==> src/rtl/atm_dispense_pkg.sv <==
// Shared types for the ATM dispense sequencer: FSM state encoding and err_code values.
package atm_dispense_pkg;

  typedef enum logic [2:0] {
    ST_IDLE,
    ST_CHECK,
    ST_FEED,
    ST_WAIT_SENSE,
    ST_DONE,
    ST_LOCKED
  } state_t;

  localparam logic [1:0] ERR_OK     = 2'd0;
  localparam logic [1:0] ERR_INSUFF = 2'd1;
  localparam logic [1:0] ERR_LIMIT  = 2'd2;
  localparam logic [1:0] ERR_JAM    = 2'd3;

endpackage

==> src/rtl/atm_note_timer.sv <==
// Loadable down-counter for the per-note jam timeout; load sets TIMEOUT-1, expired when zero.
module atm_note_timer #(
  parameter int unsigned TIMEOUT = 16
) (
  input  logic clk,
  input  logic reset,
  input  logic load,
  input  logic dec,
  output logic expired
);

  localparam int unsigned TW = (TIMEOUT > 1) ? $clog2(TIMEOUT) : 1;

  logic [TW-1:0] count;

  always_ff @(posedge clk or posedge reset) begin
    if (reset) begin
      count <= '0;
    end else if (load) begin
      count <= TW'(TIMEOUT - 1);
    end else if (dec && (count != '0)) begin
      count <= count - TW'(1);
    end
  end

  assign expired = (count == '0);

endmodule

==> src/rtl/atm_dispense_sequencer.sv <==
// Cash-dispense sequencer: validates a note request, feeds notes one at a time with jam timeout.
// Optional audit counters enabled by defining ATM_DISPENSE_AUDIT_EN.
module atm_dispense_sequencer
  import atm_dispense_pkg::*;
#(
  parameter int NOTE_W    = 8,
  parameter int INV_W     = 12,
  parameter int MAX_NOTES = 40,
  parameter int TIMEOUT   = 16
) (
  input  logic              clk,
  input  logic              reset,
  input  logic              req_valid,
  output logic              req_ready,
  input  logic [NOTE_W-1:0] req_notes,
  input  logic              load_valid,
  input  logic [INV_W-1:0]  load_count,
  output logic              feed_pulse,
  input  logic              note_sensed,
  output logic              done,
  output logic [1:0]        err_code,
  output logic              busy,
  output logic [INV_W-1:0]  inventory,
  output logic [NOTE_W-1:0] dispensed_cnt
`ifdef ATM_DISPENSE_AUDIT_EN
  ,
  output logic [31:0]       audit_total,
  output logic [15:0]       audit_spurious
`endif
);

  localparam int CW = (NOTE_W > INV_W) ? NOTE_W : INV_W;
  localparam logic [31:0] MAX_U = 32'(MAX_NOTES);

  state_t state, state_next;

  logic [NOTE_W-1:0] target;
  logic [NOTE_W-1:0] disp_inc;
  logic              over_limit;
  logic              short_inv;
  logic              timer_load;
  logic              timer_dec;
  logic              timer_expired;
  logic              lock_first;

  atm_note_timer #(
    .TIMEOUT(TIMEOUT)
  ) u_timer (
    .clk    (clk),
    .reset  (reset),
    .load   (timer_load),
    .dec    (timer_dec),
    .expired(timer_expired)
  );

  assign disp_inc   = dispensed_cnt + NOTE_W'(1);
  assign over_limit = 32'(target) > MAX_U;
  assign short_inv  = CW'(target) > CW'(inventory);

  always_ff @(posedge clk or posedge reset) begin
    if (reset) begin
      state <= ST_IDLE;
    end else begin
      state <= state_next;
    end
  end

  always_comb begin
    state_next = state;
    timer_load = 1'b0;
    timer_dec  = 1'b0;
    case (state)
      ST_IDLE: begin
        if (req_valid) state_next = ST_CHECK;
      end
      ST_CHECK: begin
        if ((target == '0) || over_limit || short_inv) state_next = ST_DONE;
        else                                           state_next = ST_FEED;
      end
      ST_FEED: begin
        timer_load = 1'b1;
        state_next = ST_WAIT_SENSE;
      end
      ST_WAIT_SENSE: begin
        if (note_sensed) begin
          state_next = (disp_inc == target) ? ST_DONE : ST_FEED;
        end else if (timer_expired) begin
          state_next = ST_LOCKED;
        end else begin
          timer_dec = 1'b1;
        end
      end
      ST_DONE: begin
        state_next = ST_IDLE;
      end
      ST_LOCKED: begin
        if (load_valid) state_next = ST_IDLE;
      end
      default: state_next = ST_IDLE;
    endcase
  end

  assign req_ready  = (state == ST_IDLE);
  assign busy       = (state != ST_IDLE);
  assign feed_pulse = (state == ST_FEED);
  assign done       = (state == ST_DONE) || ((state == ST_LOCKED) && lock_first);

  always_ff @(posedge clk or posedge reset) begin
    if (reset) begin
      target        <= '0;
      inventory     <= '0;
      dispensed_cnt <= '0;
      err_code      <= ERR_OK;
      lock_first    <= 1'b0;
    end else begin
      // lock_first marks only the entry cycle of LOCKED so done pulses once per jam
      lock_first <= (state == ST_WAIT_SENSE) && (state_next == ST_LOCKED);
      case (state)
        ST_IDLE: begin
          if (load_valid) inventory <= load_count;
          if (req_valid) begin
            target        <= req_notes;
            dispensed_cnt <= '0;
            err_code      <= ERR_OK;
          end
        end
        ST_CHECK: begin
          if (target == '0)    err_code <= ERR_OK;
          else if (over_limit) err_code <= ERR_LIMIT;
          else if (short_inv)  err_code <= ERR_INSUFF;
        end
        ST_WAIT_SENSE: begin
          if (note_sensed) begin
            inventory     <= inventory - INV_W'(1);
            dispensed_cnt <= disp_inc;
          end else if (timer_expired) begin
            err_code <= ERR_JAM;
          end
        end
        ST_LOCKED: begin
          if (load_valid) begin
            inventory <= load_count;
            err_code  <= ERR_OK;
          end
        end
        default: ;
      endcase
    end
  end

`ifdef ATM_DISPENSE_AUDIT_EN
  always_ff @(posedge clk or posedge reset) begin
    if (reset) begin
      audit_total    <= '0;
      audit_spurious <= '0;
    end else if (note_sensed) begin
      if (state == ST_WAIT_SENSE) begin
        if (audit_total != '1) audit_total <= audit_total + 32'd1;
      end else begin
        if (audit_spurious != '1) audit_spurious <= audit_spurious + 16'd1;
      end
    end
  end
`endif

endmodule

==> config.mk <==
export PLATFORM = sky130hd
export DESIGN_NAME = atm_dispense_sequencer
export DESIGN_NICKNAME = d
export VERILOG_FILES = /design/src/rtl/atm_dispense_pkg.sv /design/src/rtl/atm_note_timer.sv /design/src/rtl/atm_dispense_sequencer.sv
export SDC_FILE = /design/constraint.sdc
export NUM_CORES = 1
export LEC_CHECK = 0
export CAP_MARGIN = 40
export CORE_AREA = 10 10 111 113
export DETAILED_ROUTE_END_ITERATION = 8
export DIE_AREA = 0 0 121 123
export GPL_ROUTABILITY_DRIVEN = 0
export SLEW_MARGIN = 25
export SYNTH_ARGS = -nofsm -noshare
export SYNTH_HDL_FRONTEND = slang
export SYNTH_SLANG_ARGS = --single-unit
==> constraint.sdc <==
create_clock -name clk -period 4.5 [get_ports clk]
set_clock_uncertainty 0.15 [all_clocks]
set_input_delay 0.675 -clock clk [delete_from_list [all_inputs] [get_ports clk]]
set_output_delay 0.675 -clock clk [all_outputs]
set_load 0.05 [all_outputs]
==> impl_metrics.json <==
{
  "hold_depth": 1,
  "synth.top_cell.area_share_pct": 38.44,
  "hold_violations": 0,
  "die_w_um": 121,
  "cts_buffers": 5,
  "status": "complete, no violations",
  "htreeDepth": 2,
  "drc_errors": 0,
  "dp_hpwl_um": 5363,
  "antenna_found_initial": 0,
  "synthToLayoutAreaGrowth_pct": 28.88,
  "tightest_slew_ns": 0.7126,
  "cp_data_arrival_time_ns": 2.06,
  "cts_tree": "done",
  "critPathLaunchType": "register",
  "routed_wl_um": 6783,
  "grt_start_max_net_pins": 39,
  "via_per_inst": 4.843,
  "syn_area_um2": 2474,
  "setup-violations-final": 0,
  "nFillCells": 1072,
  "critPathCaptureType": "output port",
  "clk_pin_slew_ns": 0.08,
  "syn_area_per_cell_um2": 9.028,
  "vias": 2218,
  "async_reset_ff_share_pct": 100.0,
  "cts-hold-fix-buffers": 0,
  "cap_violations": 0,
  "yosysUniqueCellTypes": 55,
  "synth_edf_count": 0,
  "post_cts_buffers": 0,
  "io_pins": 51,
  "io_buffers": 50,
  "min_period_ns": 2.881,
  "synth-seq-cells": 38,
  "yosys.area.top_type": "dfrtp_1",
  "grt_pass1_vias": 2248,
  "die-area_um2": 14880,
  "power_leakage_nw": 1.283,
  "wl_per_cell_um": 14.81,
  "syn-num-nets": 310,
  "hold_path.class": "register to register",
  "yosysSeqAreaShare_pct": 38.44,
  "worst-path-max-fanout": 12,
  "post_cts_resized": 0,
  "die_y_um": 123,
  "synthCells": 274,
  "cts_root_buf": "clkbuf_8",
  "path_class": "register to output port",
  "std_cell_rows": 37,
  "slew_headroom_pct": 52.24,
  "yosysWarningCount": 0,
  "drv_slew": 0,
  "finalPower_w": 0.002310,
  "final_layout_size_suffix_gt1_share_pct": 11.18,
  "design.core.area_um2": 10140,
  "drtIter0Drc": 111,
  "diodes": 0,
  "final_nets": 357,
  "required_ns": 3.67,
  "synth-main-ff-cell": "dfrtp_1",
  "ir_drop_mv": 0.2609,
  "grt_pass1_wl_um": 11290,
  "fin_setup_tns_ns": 0,
  "p_per_area_nw_per_um2": 724.6,
  "start_util_pct": 24.40,
  "r2r_cells": 5,
  "cts.sinks": 38,
  "reg2reg_setup_slack_ns": 2.17,
  "ant_nets": 0,
  "rsz0062_at_grt": "no",
  "drtPass1Iterations": 4,
  "fmax_mhz": 347.1,
  "ys_top_cells_by_area": "dfrtp_1 38%, ha_1 5.6%, o21ai_0 4.5%",
  "gr-total-overflow": 0,
  "period_share_pct": 64.02,
  "cts.path.max_buffers": 2,
  "clock_latency_ns": 0.29,
  "grtUsageTotal_pct": 9.259
}
[per-stage QoR]
| stage | instance area, um^2 | utilization, % | setup slack (ns) | hold WS, ns | instances |
|---|---|---|---|---|---|
| final | 3188 | 31.45 | 1.619 | 0.3470 | 458 |
| after global routing | 3188 | 31.45 | 1.497 | 0.3866 | 458 |
| after detailed placement | 3082 | 30.40 | 1.825 | 0.3366 | 450 |
| after CTS | 3188 | 31.45 | 1.608 | 0.3557 | 458 |
| after global placement | 3074 | 30.32 | 1.889 | 0.3299 | 449 |
| after floorplan | 2474 | - | 2.090 | 0.3563 | 274 |
[state kept, by name, summed over array words and instances, names as in the netlist]
name / flops
dispensed_cnt: 8
err_code: 2
inventory: 12
lock_first: 1
state: 3
target: 8
u_timer.count: 4
[layout by cell type (no fill, tap or decap), drive strengths merged, types with 2 or more instances in the layout]
cell type	instances
a211oi	2
a21o	2
a21oi	23
a22o	2
a22oi	4
a311oi	2
a31oi	5
and3	4
and4	2
buf	2
clkbuf	7
clkdlybuf4s50	50
dfrtp	38
ha	11
inv	18
mux2	8
nand2	19
nand3	12
nand4	5
nor2	23
nor2b	2
nor3	10
nor4	3
o211a	2
o21ai	28
o22a	3
o22ai	3
or3	3
xnor2	11
xor2	4
[synthesized netlist by cell type (3+ instances only)]
cell type and number:
o22a_1 3, a31oi_1 5, ha_1 11, dfrtp_1 38
xnor2_1 11, nand4_1 5, nand3_2 3, and3_1 4
buf_2 8, o21ai_0 22, a22oi_1 4, a21oi_2 4
nor3_1 8, nor2_1 21, inv_1 16, o21ai_1 5
nand3_1 9, or3_1 3, nand2_1 19, mux2_2 7
o22ai_1 3, xor2_1 4, a21oi_1 19
[per-layer routing]
layer	routed length [um]	global-route usage, %	part of all wire, %	up-vias
met1	2960	11.02	44	1074
li1	-	-	-	1085
met3	280	1.823	4.1	10
met4	117	3.544	1.7	0
met5	0	0	0	-
met2	3424	16.12	50	49
[area by class of cell]
| cell class | count | area (um^2) | area share (%) |
|---|---|---|---|
| Clock buffer | 7 | 76.32 | 2.394 |
| Clock inverter | 1 | 30.03 | 0.9419 |
| Inverter | 18 | 67.56 | 2.119 |
| Multi-Input combinational cell | 206 | 1378 | 43.21 |
| Sequential cell | 38 | 950.9 | 29.83 |
| Tap cell | 136 | 170.2 | 5.338 |
| Timing Repair Buffer | 52 | 515.5 | 16.17 |
[critical path, cell delays in order, from the launching register on]
cell and delay (ns):
dfrtp_1 0.51, nor2_1 0.25, nand2_1 0.13, inv_2 0.07
clkdlybuf4s50_1 0.80
[kinds of logic after synthesis]
family | after synthesis | share of synthesized area (%)
and+or+nand+nor | 89 | 19.73
buffers and inverters | 30 | 5.868
DFF | 38 | 38.44
AOI/OAI and AO/OA | 83 | 21.45
xor gates and xnor gates | 15 | 5.311
adders and majority gates | 11 | 5.564
muxes | 8 | 3.642
[worst paths after layout]
path / from / endpoint
max: state[1] / req_ready
min: err_code[1] / err_code[1]
max reg2reg: state[2] / inventory[1]
min reg2reg: err_code[1] / err_code[1]
max in group asynchronous: reset / dispensed_cnt[1]
min in group asynchronous: reset / inventory[3]
[power breakdown]
part / internal [W] / switching, W
combinational: 0.000515 / 0.000828
clock: 0.000166 / 0.000121
sequential: 0.000471 / 0.000209
No activity file was read; power rests on OpenSTA's default activity.
